[src/rtl/frost_pkg.sv]
// -----------------------------------------------------------------------------
// frost_pkg
// Shared definitions for the load/store unit of the multi-step core.
//   - LSU_ADDR_W      : default RAM word-address width
//   - F3_B .. F3_HU   : RV32I load/store width codes (funct3)
//   - lsu_state_t     : LSU FSM state encoding
//   - f3_legal()      : is a funct3 legal for a load / for a store
//   - f3_misaligned() : does a byte offset violate the natural alignment
// -----------------------------------------------------------------------------
package frost_pkg;

    localparam int LSU_ADDR_W = 30;

    localparam logic [2:0] F3_B  = 3'b000;
    localparam logic [2:0] F3_H  = 3'b001;
    localparam logic [2:0] F3_W  = 3'b010;
    localparam logic [2:0] F3_BU = 3'b100;
    localparam logic [2:0] F3_HU = 3'b101;

    typedef enum logic [2:0] {
        ST_IDLE = 3'd0,
        ST_REQ  = 3'd1,
        ST_CAP  = 3'd2,
        ST_WR   = 3'd3,
        ST_DONE = 3'd4,
        ST_ERR  = 3'd5
    } lsu_state_t;

    // Stores have no unsigned variants, so only B/H/W are legal for them.
    function automatic logic f3_legal(input logic is_store, input logic [2:0] f3);
        if (is_store) begin
            return (f3 == F3_B) || (f3 == F3_H) || (f3 == F3_W);
        end
        return (f3 == F3_B) || (f3 == F3_H) || (f3 == F3_W) ||
               (f3 == F3_BU) || (f3 == F3_HU);
    endfunction

    function automatic logic f3_misaligned(input logic [2:0] f3, input logic [1:0] off);
        case (f3)
            F3_H, F3_HU: return off[0];
            F3_W:        return |off;
            default:     return 1'b0;
        endcase
    endfunction

endpackage

[src/rtl/lsu_if.sv]
// -----------------------------------------------------------------------------
// lsu_if
// Bundles the LSU request/response signals and the RAM bus.
//   Request  : start, is_store, funct3[2:0], addr[31:0], wdata[31:0]
//   Response : busy, done, err, rdata[31:0]
//   RAM bus  : mem_addr[ADDR_W-1:0], mem_din[31:0], mem_re, mem_we, mem_dout[31:0]
// Modports: slave = the LSU, master = core + RAM side driving it.
//
// Handshake: a request is taken on a rising clk edge where start=1 and busy=0
// (LSU idle); start while busy=1 is dropped, never queued. The operation ends
// with a single-cycle done pulse (err qualifies it). RAM read data on mem_dout
// is valid in the cycle after mem_re; mem_we writes mem_din at the edge that
// ends its cycle.
// -----------------------------------------------------------------------------
interface lsu_if
    import frost_pkg::*;
#(
    parameter int ADDR_W = LSU_ADDR_W
) ();
    logic              start;
    logic              is_store;
    logic [2:0]        funct3;
    logic [31:0]       addr;
    logic [31:0]       wdata;
    logic              busy;
    logic              done;
    logic              err;
    logic [31:0]       rdata;
    logic [ADDR_W-1:0] mem_addr;
    logic [31:0]       mem_din;
    logic              mem_re;
    logic              mem_we;
    logic [31:0]       mem_dout;

    modport slave (
        input  start, is_store, funct3, addr, wdata, mem_dout,
        output busy, done, err, rdata, mem_addr, mem_din, mem_re, mem_we
    );

    modport master (
        output start, is_store, funct3, addr, wdata, mem_dout,
        input  busy, done, err, rdata, mem_addr, mem_din, mem_re, mem_we
    );
endinterface

[src/rtl/lsu_lane.sv]
// -----------------------------------------------------------------------------
// lsu_lane
// Combinational lane logic for the LSU.
//   word_i   [31:0] : word read from RAM
//   off_i    [1:0]  : byte offset (addr[1:0])
//   funct3_i [2:0]  : access width / sign code
//   wdata_i  [31:0] : store data
//   load_o   [31:0] : selected lane, sign- or zero-extended
//   merge_o  [31:0] : word_i with the addressed lane replaced by store data
// Half accesses look only at off_i[1], word accesses ignore off_i entirely,
// which is what forces the low address bits to zero on misaligned accesses.
// -----------------------------------------------------------------------------
module lsu_lane
    import frost_pkg::*;
(
    input  logic [31:0] word_i,
    input  logic [1:0]  off_i,
    input  logic [2:0]  funct3_i,
    input  logic [31:0] wdata_i,
    output logic [31:0] load_o,
    output logic [31:0] merge_o
);
    logic [7:0]  byte_v;
    logic [15:0] half_v;

    always_comb begin
        byte_v = word_i[{off_i, 3'b000} +: 8];
        half_v = off_i[1] ? word_i[31:16] : word_i[15:0];

        case (funct3_i)
            F3_B:    load_o = {{24{byte_v[7]}}, byte_v};
            F3_BU:   load_o = {24'd0, byte_v};
            F3_H:    load_o = {{16{half_v[15]}}, half_v};
            F3_HU:   load_o = {16'd0, half_v};
            default: load_o = word_i;
        endcase

        merge_o = word_i;
        case (funct3_i)
            F3_B: merge_o[{off_i, 3'b000} +: 8] = wdata_i[7:0];
            F3_H: begin
                if (off_i[1]) merge_o[31:16] = wdata_i[15:0];
                else          merge_o[15:0]  = wdata_i[15:0];
            end
            default: merge_o = wdata_i;
        endcase
    end
endmodule

[src/rtl/lsu.sv]
// -----------------------------------------------------------------------------
// lsu
// Load/store unit between the ALU and a word-addressed single-port RAM.
// Sub-word stores use read-modify-write since the RAM has no byte mask.
//   clk          : core clock
//   rst_n        : synchronous active-low reset
//   bus          : lsu_if.slave (request, response and RAM bus)
//   dbg_state_o  : current FSM state, for observation only
// Configuration macro: LSU_MISALIGN_TRAP_EN
//   defined   -> misaligned half/word accesses complete with err, no RAM access
//   undefined -> low address bits are ignored and the access proceeds
// All outputs are registered inside the single FSM process.
// -----------------------------------------------------------------------------
module lsu
    import frost_pkg::*;
#(
    parameter int ADDR_W = LSU_ADDR_W
) (
    input  logic       clk,
    input  logic       rst_n,
    lsu_if.slave       bus,
    output lsu_state_t dbg_state_o
);
`ifdef LSU_MISALIGN_TRAP_EN
    localparam bit MISALIGN_TRAP = 1'b1;
`else
    localparam bit MISALIGN_TRAP = 1'b0;
`endif

    lsu_state_t        state_q;
    logic              is_store_q;
    logic [2:0]        funct3_q;
    logic [1:0]        off_q;
    logic [31:0]       wdata_q;
    logic              busy_q;
    logic              done_q;
    logic              err_q;
    logic [31:0]       rdata_q;
    logic [ADDR_W-1:0] mem_addr_q;
    logic [31:0]       mem_din_q;
    logic              mem_re_q;
    logic              mem_we_q;

    logic              trap;
    logic [31:0]       lane_load;
    logic [31:0]       lane_merge;

    always_comb begin
        trap = !f3_legal(bus.is_store, bus.funct3) ||
               (MISALIGN_TRAP && f3_misaligned(bus.funct3, bus.addr[1:0]));
    end

    // mem_dout is only meaningful in CAP, which is the only state that
    // consumes the lane outputs.
    lsu_lane u_lane (
        .word_i   (bus.mem_dout),
        .off_i    (off_q),
        .funct3_i (funct3_q),
        .wdata_i  (wdata_q),
        .load_o   (lane_load),
        .merge_o  (lane_merge)
    );

    always_ff @(posedge clk) begin
        if (!rst_n) begin
            state_q    <= ST_IDLE;
            is_store_q <= 1'b0;
            funct3_q   <= 3'd0;
            off_q      <= 2'd0;
            wdata_q    <= 32'd0;
            busy_q     <= 1'b0;
            done_q     <= 1'b0;
            err_q      <= 1'b0;
            rdata_q    <= 32'd0;
            mem_addr_q <= '0;
            mem_din_q  <= 32'd0;
            mem_re_q   <= 1'b0;
            mem_we_q   <= 1'b0;
        end else begin
            // Pulsed outputs default low every cycle.
            done_q   <= 1'b0;
            err_q    <= 1'b0;
            mem_re_q <= 1'b0;
            mem_we_q <= 1'b0;

            case (state_q)
                ST_IDLE: begin
                    if (bus.start) begin
                        is_store_q <= bus.is_store;
                        funct3_q   <= bus.funct3;
                        off_q      <= bus.addr[1:0];
                        wdata_q    <= bus.wdata;
                        mem_addr_q <= bus.addr[ADDR_W+1:2];
                        busy_q     <= 1'b1;
                        if (trap) begin
                            state_q <= ST_ERR;
                            done_q  <= 1'b1;
                            err_q   <= 1'b1;
                        end else if (bus.is_store && (bus.funct3 == F3_W)) begin
                            // Full-word store needs no read.
                            state_q   <= ST_WR;
                            mem_we_q  <= 1'b1;
                            mem_din_q <= bus.wdata;
                        end else begin
                            state_q  <= ST_REQ;
                            mem_re_q <= 1'b1;
                        end
                    end
                end

                ST_REQ: begin
                    state_q <= ST_CAP;
                end

                ST_CAP: begin
                    if (is_store_q) begin
                        state_q   <= ST_WR;
                        mem_we_q  <= 1'b1;
                        mem_din_q <= lane_merge;
                    end else begin
                        state_q <= ST_DONE;
                        rdata_q <= lane_load;
                        done_q  <= 1'b1;
                    end
                end

                ST_WR: begin
                    state_q <= ST_DONE;
                    done_q  <= 1'b1;
                end

                default: begin
                    // DONE, ERR and any unused encoding fall back to IDLE.
                    state_q <= ST_IDLE;
                    busy_q  <= 1'b0;
                end
            endcase
        end
    end

    assign bus.busy     = busy_q;
    assign bus.done     = done_q;
    assign bus.err      = err_q;
    assign bus.rdata    = rdata_q;
    assign bus.mem_addr = mem_addr_q;
    assign bus.mem_din  = mem_din_q;
    assign bus.mem_re   = mem_re_q;
    assign bus.mem_we   = mem_we_q;
    assign dbg_state_o  = state_q;

endmodule
[src/flat_wrapper.sv]
// flat-port wrapper written by rule: the top's interface ports become plain ports
module lsu_flat import frost_pkg::*;
#(
    parameter int ADDR_W = LSU_ADDR_W
)
  (clk, rst_n, dbg_state_o, bus_start, bus_is_store, bus_funct3, bus_addr, bus_wdata, bus_mem_dout, bus_busy, bus_done, bus_err, bus_rdata, bus_mem_addr, bus_mem_din, bus_mem_re, bus_mem_we);
  lsu_if #(.ADDR_W(ADDR_W)) bus_i ();
  input  logic clk;
  input  logic rst_n;
  output lsu_state_t dbg_state_o;
  input wire logic [$bits(bus_i.start)-1:0] bus_start;
  input wire logic [$bits(bus_i.is_store)-1:0] bus_is_store;
  input wire logic [$bits(bus_i.funct3)-1:0] bus_funct3;
  input wire logic [$bits(bus_i.addr)-1:0] bus_addr;
  input wire logic [$bits(bus_i.wdata)-1:0] bus_wdata;
  input wire logic [$bits(bus_i.mem_dout)-1:0] bus_mem_dout;
  output wire logic [$bits(bus_i.busy)-1:0] bus_busy;
  output wire logic [$bits(bus_i.done)-1:0] bus_done;
  output wire logic [$bits(bus_i.err)-1:0] bus_err;
  output wire logic [$bits(bus_i.rdata)-1:0] bus_rdata;
  output wire logic [$bits(bus_i.mem_addr)-1:0] bus_mem_addr;
  output wire logic [$bits(bus_i.mem_din)-1:0] bus_mem_din;
  output wire logic [$bits(bus_i.mem_re)-1:0] bus_mem_re;
  output wire logic [$bits(bus_i.mem_we)-1:0] bus_mem_we;
  assign bus_i.start = bus_start;
  assign bus_i.is_store = bus_is_store;
  assign bus_i.funct3 = bus_funct3;
  assign bus_i.addr = bus_addr;
  assign bus_i.wdata = bus_wdata;
  assign bus_i.mem_dout = bus_mem_dout;
  assign bus_busy = bus_i.busy;
  assign bus_done = bus_i.done;
  assign bus_err = bus_i.err;
  assign bus_rdata = bus_i.rdata;
  assign bus_mem_addr = bus_i.mem_addr;
  assign bus_mem_din = bus_i.mem_din;
  assign bus_mem_re = bus_i.mem_re;
  assign bus_mem_we = bus_i.mem_we;
  lsu #(.ADDR_W(ADDR_W)) u_core (.clk(clk), .rst_n(rst_n), .bus(bus_i), .dbg_state_o(dbg_state_o));
endmodule
[config.mk]
export PLATFORM = sky130hd
export DESIGN_NAME = lsu_flat
export DESIGN_NICKNAME = d
export VERILOG_FILES = /design/src/rtl/frost_pkg.sv /design/src/rtl/lsu_if.sv /design/src/rtl/lsu_lane.sv /design/src/rtl/lsu.sv /design/src/flat_wrapper.sv
export SDC_FILE = /design/constraint.sdc
export NUM_CORES = 1
export LEC_CHECK = 0
export CORE_MARGIN = 2
export CORE_UTILIZATION = 52
export CTS_BUF_LIST = sky130_fd_sc_hd__clkbuf_16
export DETAILED_ROUTE_END_ITERATION = 12
export HOLD_SLACK_MARGIN = 0.02
export PLACE_DENSITY = 0.9
export SYNTH_ARGS = -nofsm -noshare
export SYNTH_HDL_FRONTEND = slang
export SYNTH_SLANG_ARGS = --single-unit
[constraint.sdc]
create_clock -name clk -period 6.7 [get_ports clk]
set_input_delay 2.01 -clock clk [delete_from_list [all_inputs] [get_ports clk]]
set_output_delay 2.01 -clock clk [all_outputs]
set_load 0.1 [all_outputs]
==> out/qor.yml, run 1 <==
die_x_um: 121
ctsResizeCount: 0
startpoint_type: "flip-flop"
design_area_sq_um: 9560
slowest_stage: "clkdlybuf4s50_1"
layout_min_cycle_time_ns: 4.29
grt_overflow: 0
drive_gt1_share_pct: 7.23
tightest_slew_ns: 1.16
nNetsFinal: 1107
place_area_sq_um: 9050
grt_max_degree: 94
rsz0062_at_grt: "no"
max_cap_viol_count: 0
cpLargestDelayFamily: "buffers and inverters"
synthCells: 844
ys_ff_latch: 140
wl_per_cell_um: 18.3
power.leakage_nw: 3.35
crit_path_max_fanout: 13
grtUsageTotal_pct: 29.8
reg2reg_depth: 6
post-cts-setup-buffers: 0
hold_start: "u_core.bus.mem_addr[19]"
yosysWarnings: 0
setup_viol: 0
outcome: "finished, final reports clean"
critPathKind: "reg -> out"
synth-edff-count: 0
required_ns: 4.69
reg2reg_from: "u_core.off_q[1]"
clk_pin_slew_ns: 0.05
core-area_sq_um: 13300
whs_path_depth: 2
ioPinCount: 205
power_mw: 2.51
dp_cells: 1156
drtPass1Iterations: 6
ys_seq_area_share_pct: 39.6
critical_path.max_stage_delay_ns: 1.23
fin_skew_ns: 0.00554
preCtsSetupSlack_ns: 2.29
arrival_ns: 2.28
path_depth: 1
clk_latency_ns: 0.42
antenna_left: 0
setup.worst_path.start: "u_core.dbg_state_o[0]"
synthArstFlopShare_pct: 0
num_rows: 42
power_density_nw_per_um2: 263
syn2layout_area_growth_pct: 35.0
cts_max_path_buffers: 2
synth_flop_cell: "dfxtp_1"
syn_nets: 952
cts_max_level: 4
cts_hold_buffers: 0
drc: 0
wirelength_mm: 21.7
peakVddDrop_v: 0.000173
cts_buffers: 17
die_y_um: 121
end_kind: "output port"
fin_ws_ns: 2.41
start_util_pct: 53.3
drtIter0Drc: 733
synth.avg_cell_area_sq_um: 8.39
cp_cell_sequence: "clkdlybuf4s50_1"
via_count: 7174
rrSetupSlack_ns: 3.87
dieArea_sq_um: 14600
vias_per_cell: 6.05
grt_pass1_vias: 6755
crit_end: "dbg_state_o[0]"
final_common_cell: "clkdlybuf4s50_1"
hp-class: "reg -> reg"
antenna_found_initial: 0
worst-path-buf-inv: 1
finalHoldViolations: 0
gp_congestion: 0.908
maxSlewViolCount: 0
placement.io_buffers: 204
cts_root_buf: "clkbuf_16"
ys_types: 64
cts_num_sinks: 140
netlist_area_sq_um: 7080
grt_first_pass_wirelength_mm: 34.2
n_fill_cell: 1006
clock.fmax_mhz: 233
antenna_cells: 0
dpl.hpwl_mm: 14.8
r2r_end: "u_core.bus.mem_din[25]"
cts_tree: "done"
tns_ns: 0
final_cell_mix: "203 x clkdlybuf4s50_1, 171 x nand2_1, 140 x dfxtp_1"
max_slew_margin_pct: 21.6
fin_crit_sh_pct: 64.0
fin_cells: 1186
## synthesized netlist by cell type (9+ instances only)
master      n  share of area (%)
clkbuf_1   39                2.1
buf_2      20                1.4
mux2_2      9                1.4
a21oi_1    68                4.8
dfxtp_1   140                 40
a32o_1      9                1.3
nand2_1   171                9.1
a21boi_0   67                7.1
nor2_1     19                1.0
nand3b_1    9               0.95
o21ai_0    64                4.5
mux2i_1    22                3.1
o211ai_1   15                1.6
nor2b_1    17                1.5
o21ai_1    10               0.71
inv_1      15               0.80
o221ai_1    9                1.1
nand2b_1   10               0.88
## through the flow
step                      utilization (%)  hold slack [ns]
after floorplan                         -            0.443
after global placement               68.1            0.442
after detailed placement             68.1            0.448
after CTS                            71.9            0.456
after global routing                 71.9            0.484
final                                71.9            0.455
## final cells by class
| class | instances | area, sq um | share of cell area (%) |
|---|---|---|---|
| clock buffers | 17 | 425 | 4.45 |
| flip-flops and latches | 140 | 2800 | 29.3 |
| repair buffers | 214 | 2110 | 22.1 |
| clock inverters | 13 | 87.6 | 0.916 |
| well taps | 176 | 220 | 2.30 |
| inverters | 16 | 60.1 | 0.628 |
| multi-input cells | 610 | 3850 | 40.3 |
## registers in the layout (all words and copies together), names as in the netlist, 2 cells and up
| signal | cells |
|---|---|
| u_core.wdata_q | 32 |
| u_core.bus.mem_addr | 30 |
| u_core.dbg_state_o | 3 |
| u_core.off_q | 2 |
| u_core.funct3_q | 3 |
| u_core.bus.rdata | 32 |
| u_core.bus.mem_din | 32 |
## where the power goes
group / switching (mW) / internal (mW) / leakage [nW]
clock network: 0.341 / 0.493 / 0.256
registers: 0.0483 / 0.891 / 1.14
logic: 0.513 / 0.227 / 1.95
total: 0.902 / 1.61 / 3.35
## logic make-up (layout without fill, tap and decap cells)
logic type,count (synthesis),count (layout),share of synthesized area [%]
buffers and inverters,94,260,6.27
adders and majority gates,5,5,0.884
AOI/OAI and AO/OA,307,307,29.3
DFF,140,140,39.6
muxes,39,39,7.09
and+or+nand+nor,259,259,16.9
## routing by layer
layer / wire (um) / vias up / GRT usage [%]
met1: 8550 / 3382 / 36.2
li1: - / 3339 / -
met4: 755 / 0 / 13.6
met3: 2180 / 66 / 9.43
met5: 0 / - / 0
met2: 10200 / 387 / 48.2
## worst min path at each step
stage                     slack [ns]                 endpoint
after floorplan                 0.44       u_core.wdata_q[16]
after global placement          0.44  u_core.bus.mem_addr[19]
after detailed placement        0.45  u_core.bus.mem_addr[19]
after CTS                       0.46  u_core.bus.mem_addr[19]
after global routing            0.48   u_core.bus.mem_addr[7]
final                           0.46  u_core.bus.mem_addr[19]
(Power assumes the default switching activity.)
==> run 2: changes to the inputs <==
- CORE_UTILIZATION: 52 -> 48
- PLACE_DENSITY: 0.9 -> 0.85
- clock period: 6.7 -> 4.5 ns (I/O delays scaled with it)
==> run 2 against run 1 <==
Net effect:
- final area grew 0.97%
- worst hold slack gained 0.0053 ns
- sequential cell count is the same
- register-to-register slack lost 2.3 ns
- critical path type unchanged
- largest cell class unchanged
==> out/qor.yml, run 2 (synthesis gave the netlist of run 1 again) <==
outcome: "finished, final reports clean"  # unchanged
cts_tree: "done"  # unchanged
core-area_sq_um: 14500  # was 13300 sq um
cts_max_level: 4  # unchanged
drive_gt1_share_pct: 7.59  # was 7.23%
ioPinCount: 205  # unchanged
gp_congestion: 0.941  # was 0.908
drtPass1Iterations: 6  # unchanged
antenna_found_initial: 0  # unchanged
rrSetupSlack_ns: 1.53  # was 3.87 ns
vias_per_cell: 5.96  # was 6.05
dieArea_sq_um: 15700  # was 14600 sq um
fin_skew_ns: 0.00564  # was 0.00554 ns
antenna_left: 0  # unchanged
fin_crit_sh_pct: 80.7
cpLargestDelayFamily: "buffers and inverters"  # unchanged
grt_first_pass_wirelength_mm: 34.9  # was 34.2 mm
tightest_slew_ns: 1.34  # was 1.16 ns
start_util_pct: 48.9  # was 53.3%
wl_per_cell_um: 18.4  # was 18.3 um
die_x_um: 125  # was 121 um
design_area_sq_um: 9650  # was 9560 sq um
ctsResizeCount: 0  # unchanged
final_common_cell: "clkdlybuf4s50_1"  # unchanged
startpoint_type: "flip-flop"  # unchanged
drc: 0  # unchanged
clk_pin_slew_ns: 0.06  # was 0.05 ns
peakVddDrop_v: 0.000232  # was 0.000173 V
cp_cell_sequence: "clkdlybuf4s50_1"  # unchanged
tns_ns: 0  # unchanged
syn2layout_area_growth_pct: 36.3  # was 35.0%
maxSlewViolCount: 0  # unchanged
worst-path-buf-inv: 1  # unchanged
clk_latency_ns: 0.42  # about the same
dr.max_layer_used: "met4"  # unchanged
grt_max_degree: 102  # was 94
layout_min_cycle_time_ns: 3.63
met3_length_mm: 2.14  # was 2.18 mm
max_slew_margin_pct: 9.48  # was 21.6%
met2_length_mm: 10.1  # was 10.2 mm
antenna_cells: 0  # unchanged
cts_max_path_buffers: 2  # unchanged
cts_hold_buffers: 0  # unchanged
power_density_nw_per_um2: 404  # was 263 nW/um^2
max_cap_viol_count: 0  # unchanged
critical_path.max_stage_delay_ns: 1.24  # was 1.23 ns
end_kind: "output port"  # unchanged
final_cell_mix: "203 x clkdlybuf4s50_1, 171 x nand2_1, 140 x dfxtp_1"  # unchanged
placement.io_buffers: 204  # unchanged
cts_num_sinks: 140  # unchanged
via_count: 7139  # was 7174
wirelength_mm: 22.1  # was 21.7 mm
place_area_sq_um: 9070  # was 9050 sq um
grt_pass1_vias: 6696  # was 6755
finalHoldViolations: 0  # unchanged
num_rows: 44  # was 42
arrival_ns: 2.28  # about the same
cts_root_buf: "clkbuf_16"  # unchanged
crit_path_max_fanout: 13  # unchanged
m1WireLength_mm: 8.94  # was 8.55 mm
grt_overflow: 0  # unchanged
power.leakage_nw: 3.38  # was 3.35 nW
cts_buffers: 17  # unchanged
grtUsageTotal_pct: 27.5  # was 29.8%
dpl.hpwl_mm: 15.0  # was 14.8 mm
drtIter0Drc: 695  # was 733
clock.fmax_mhz: 276
die_y_um: 125  # was 121 um
critPathKind: "reg -> out"  # unchanged
hp-class: "reg -> reg"  # unchanged
n_fill_cell: 1185  # was 1006
slowest_stage: "clkdlybuf4s50_1"  # unchanged
nNetsFinal: 1109  # was 1107
rsz0062_at_grt: "no"  # unchanged
post-cts-setup-buffers: 0  # unchanged
setup_viol: 0  # unchanged
required_ns: 3.15  # was 4.69 ns
run 2: per-layer routing:
| layer | up-vias | GRT usage [%] |
|---|---|---|
| li1 | 3346 | - |
| met1 | 3337 | 35.2 |
| met2 | 390 | 42.2 |
| met3 | 66 | 8.26 |
| met4 | 0 | 13.9 |
| met5 | - | 0 |
run 2: worst paths after layout:
kind / startpoint / end / cells past startpoint
hold reg to reg: u_core.bus.mem_addr[22] / u_core.bus.mem_addr[22] / 2
hold / removal: u_core.bus.mem_addr[22] / u_core.bus.mem_addr[22] / 2
setup reg to reg: u_core.off_q[1] / u_core.bus.mem_din[25] / 6
setup / recovery: u_core.dbg_state_o[0] / dbg_state_o[0] / 1
run 2: cell type report:
class	count	area [sq um]	area share [%]
clock buffer	17	425	4.41
timing repair buffer	216	2130	22.1
sequential	140	2800	29.0
tap	184	230	2.38
clock inverter	15	155	1.61
multi-input combinational	610	3850	39.9
inverter	16	60.1	0.622
run 2: through the flow:
step | std cells | hold WS (ns) | total power [mW] | worst slack [ns] | util (%)
6_report | 1198 | 0.460 | 3.90 | 0.871 | 66.7
5_1_grt | 1198 | 0.486 | 4.05 | 0.772 | 66.7
4_1_cts | 1198 | 0.464 | 3.90 | 0.868 | 66.7
3_5_place_dp | 1166 | 0.457 | 2.51 | 0.998 | 62.7
3_3_place_gp | 1166 | 0.442 | 2.50 | 1.16 | 62.7
2_1_floorplan | 844 | 0.443 | 2.19 | 2.04 | -
run 2: power by group:
part | internal [mW] | leakage (nW) | total, mW | switching [mW]
combinational | 0.340 | 1.96 | 1.10 | 0.761
sequential | 1.33 | 1.14 | 1.40 | 0.0761
clock | 0.858 | 0.282 | 1.40 | 0.539
total | 2.52 | 3.38 | 3.90 | 1.38
==> run 3: changes to the inputs <==
- CORE_UTILIZATION: 48 -> 43
- PLACE_DENSITY: 0.85 -> 0.8
- clock period: 4.5 -> 3.2 ns (I/O delays scaled with it)
==> run 3 against run 2 <==
Net effect:
- global-route usage fell by 2.4 points
- largest power group unchanged
- sequential cell count is the same
- first-iteration DRC count rose by 5.9%
- worst hold slack worse by 0.0019 ns
- final area shrank 1.5%
- non-clock buffer count grew 6
- count of clock-buffer cells in the layout stayed put
- wire length up 0.61%
- sequential share of layout area is 0.44 points higher
- highest routed layer unchanged
- clock skew increased by 0.0016 ns
==> out/qor.yml, run 3 (synthesis gave the netlist of run 1 again) <==
num_rows: 46  # was 44
start_util_pct: 44.3  # was 48.9%
maxSlewViolCount: 0  # unchanged
fin_cells: 1236  # was 1198
dr.max_layer_used: "met4"  # unchanged
tns_ns: 0  # unchanged
die_x_um: 132  # was 125 um
max_cap_viol_count: 0  # unchanged
dp_cells: 1204  # was 1166
design_area_sq_um: 9510  # was 9650 sq um
layout_min_cycle_time_ns: 2.61
cpLargestDelayFamily: "compound AO/OA/AOI/OAI gates"  # was buffers and inverters
grt_max_degree: 76  # was 102
ioPinCount: 205  # unchanged
p_int_mw: 3.53  # was 2.52 mW
cts_hold_buffers: 0  # unchanged
dpl.hpwl_mm: 15.7  # was 15.0 mm
peakVddDrop_v: 0.000363  # was 0.000232 V
drtPass1Iterations: 5  # was 6
cts_max_path_buffers: 2  # unchanged
setup.worst_path.start: "u_core.off_q[0]"  # was u_core.dbg_state_o[0]
switching_share_pct: 35.5  # was 35.3%
drtIter0Drc: 736  # was 695
power_frac_comb_pct: 28.0  # was 28.2%
fin_crit_sh_pct: 81.5
placement.io_buffers: 204  # unchanged
critical_path.max_stage_delay_ns: 0.71  # was 1.24 ns
slowest_stage: "nor3b_1"  # was clkdlybuf4s50_1
hp-class: "reg -> reg"  # unchanged
met2_length_mm: 10.2  # was 10.1 mm
cts_tree: "done"  # unchanged
cp_cell_sequence: "inv_1, ha_1, nor3b_1, o21ai_0, a221o_1, a21oi_1"  # was clkdlybuf4s50_1
vias_per_cell: 5.67  # was 5.96
die_y_um: 132  # was 125 um
nNetsFinal: 1115  # was 1109
required_ns: 3.55  # was 3.15 ns
max_slew_margin_pct: 42.8  # was 9.48%
antenna_left: 0  # unchanged
wl_per_cell_um: 18.0  # was 18.4 um
cts_num_sinks: 140  # unchanged
reg2reg_from: "u_core.off_q[0]"  # was u_core.off_q[1]
final_common_cell: "nand2_1"  # was clkdlybuf4s50_1
antenna_found_initial: 0  # unchanged
dieArea_sq_um: 17500  # was 15700 sq um
p_switching_mw: 1.94  # was 1.38 mW
worst-path-buf-inv: 1  # unchanged
drc: 0  # unchanged
post-cts-setup-buffers: 0  # unchanged
finalHoldViolations: 0  # unchanged
cts_buffers: 17  # unchanged
seq_power_share_pct: 35.9  # about the same
ctsResizeCount: 0  # unchanged
arrival_ns: 2.96  # was 2.28 ns
tightest_slew_ns: 0.857  # was 1.34 ns
final_cell_mix: "171 x nand2_1, 140 x dfxtp_1, 119 x buf_4"  # was 203 x clkdlybuf4s50_1, 171 x nand2_1, 140 x dfxtp_1
clk_latency_ns: 0.42  # about the same
critPathKind: "reg -> reg"  # was reg -> out
clock_power_share_pct: 36.0  # was 35.8%
m1WireLength_mm: 9.46  # was 8.94 mm
hold_start: "u_core.bus.mem_addr[19]"  # was u_core.bus.mem_addr[22]
place_area_sq_um: 8930  # was 9070 sq um
setup_viol: 0  # unchanged
met3_length_mm: 1.84  # was 2.14 mm
startpoint_type: "flip-flop"  # unchanged
final_core_util_pct: 59.4  # was 66.7%
cts_root_buf: "clkbuf_16"  # unchanged
grt_pass1_vias: 6597  # was 6696
core-area_sq_um: 16000  # was 14500 sq um
power_mw: 5.47  # was 3.90 mW
outcome: "finished, final reports clean"  # unchanged
n_fill_cell: 1455  # was 1185
via_count: 7004  # was 7139
clock.fmax_mhz: 384
syn2layout_area_growth_pct: 34.3  # was 36.3%
power_density_nw_per_um2: 576  # was 404 nW/um^2
wirelength_mm: 22.2  # was 22.1 mm
cts_max_level: 4  # unchanged
rsz0062_at_grt: "no"  # unchanged
grtUsageTotal_pct: 25.1  # was 27.5%
gp_congestion: 0.906  # was 0.941
end_kind: "flip-flop"  # was output port
grt_overflow: 0  # unchanged
drive_gt1_share_pct: 18.3  # was 7.59%
grt_first_pass_wirelength_mm: 35.3  # was 34.9 mm
clk_pin_slew_ns: 0.06  # about the same
fin_skew_ns: 0.00726  # was 0.00564 ns
crit_path_max_fanout: 11  # was 13
power.leakage_nw: 3.63  # was 3.38 nW
antenna_cells: 0  # unchanged
-- run 3: changes by cell type in the layout (fill, tap and decap cells not counted), sizes merged --
cell | before | now
buf | 13 | 121
clkdlybuf4s50 | 203 | 101
clkinv | 8 | 9
clkinvlp | 2 | 1
-- run 3: layer usage --
metal / GRT usage, % / vias up
met5: 0 / -
met4: 10.2 / 0
met3: 6.11 / 54
met2: 39.3 / 324
met1: 33.2 / 3277
li1: - / 3349
-- run 3: worst reg2reg max path, cell delays in order (launching register included) --
cell and delay [ns]:
dfxtp_1 0.57, inv_1 0.16, ha_1 0.37, nor3b_1 0.71
o21ai_0 0.20, a221o_1 0.40, a21oi_1 0.14
-- run 3: through the flow --
step / setup slack, ns / hold WS, ns
floorplan: 0.863 / 0.443
global placement: 0.481 / 0.442
detailed placement: 0.425 / 0.450
CTS: 0.681 / 0.458
global route: 0.433 / 0.481
finish: 0.592 / 0.459
-- run 3: path summary, 6_finish.rpt --
check,depth (start not counted),slack [ns],endpoint
max,6,0.59,u_core.bus.mem_din[7]
min,2,0.46,u_core.bus.mem_addr[19]
max reg2reg,6,0.59,u_core.bus.mem_din[7]
min reg2reg,2,0.46,u_core.bus.mem_addr[19]
-- run 3: layout make-up --
type	instances	area, sq um	share of cell area, %
multi-input combinational	610	3850	40.5
clock buffer	17	425	4.47
sequential	140	2800	29.5
inverter	16	60.1	0.632
tap	216	270	2.84
timing repair buffer	222	1940	20.5
clock inverter	15	155	1.63
-- run 3: power by group through the flow --
stage / combinational [mW] / sequential, mW / clock, mW
2_1_floorplan: 0.554 / 2.53 / 0
3_3_place_gp: 1.51 / 2.00 / 0
3_5_place_dp: 1.52 / 2.00 / 0
4_1_cts: 1.53 / 1.96 / 1.99
5_1_grt: 1.62 / 1.98 / 2.07
6_report: 1.53 / 1.97 / 1.97
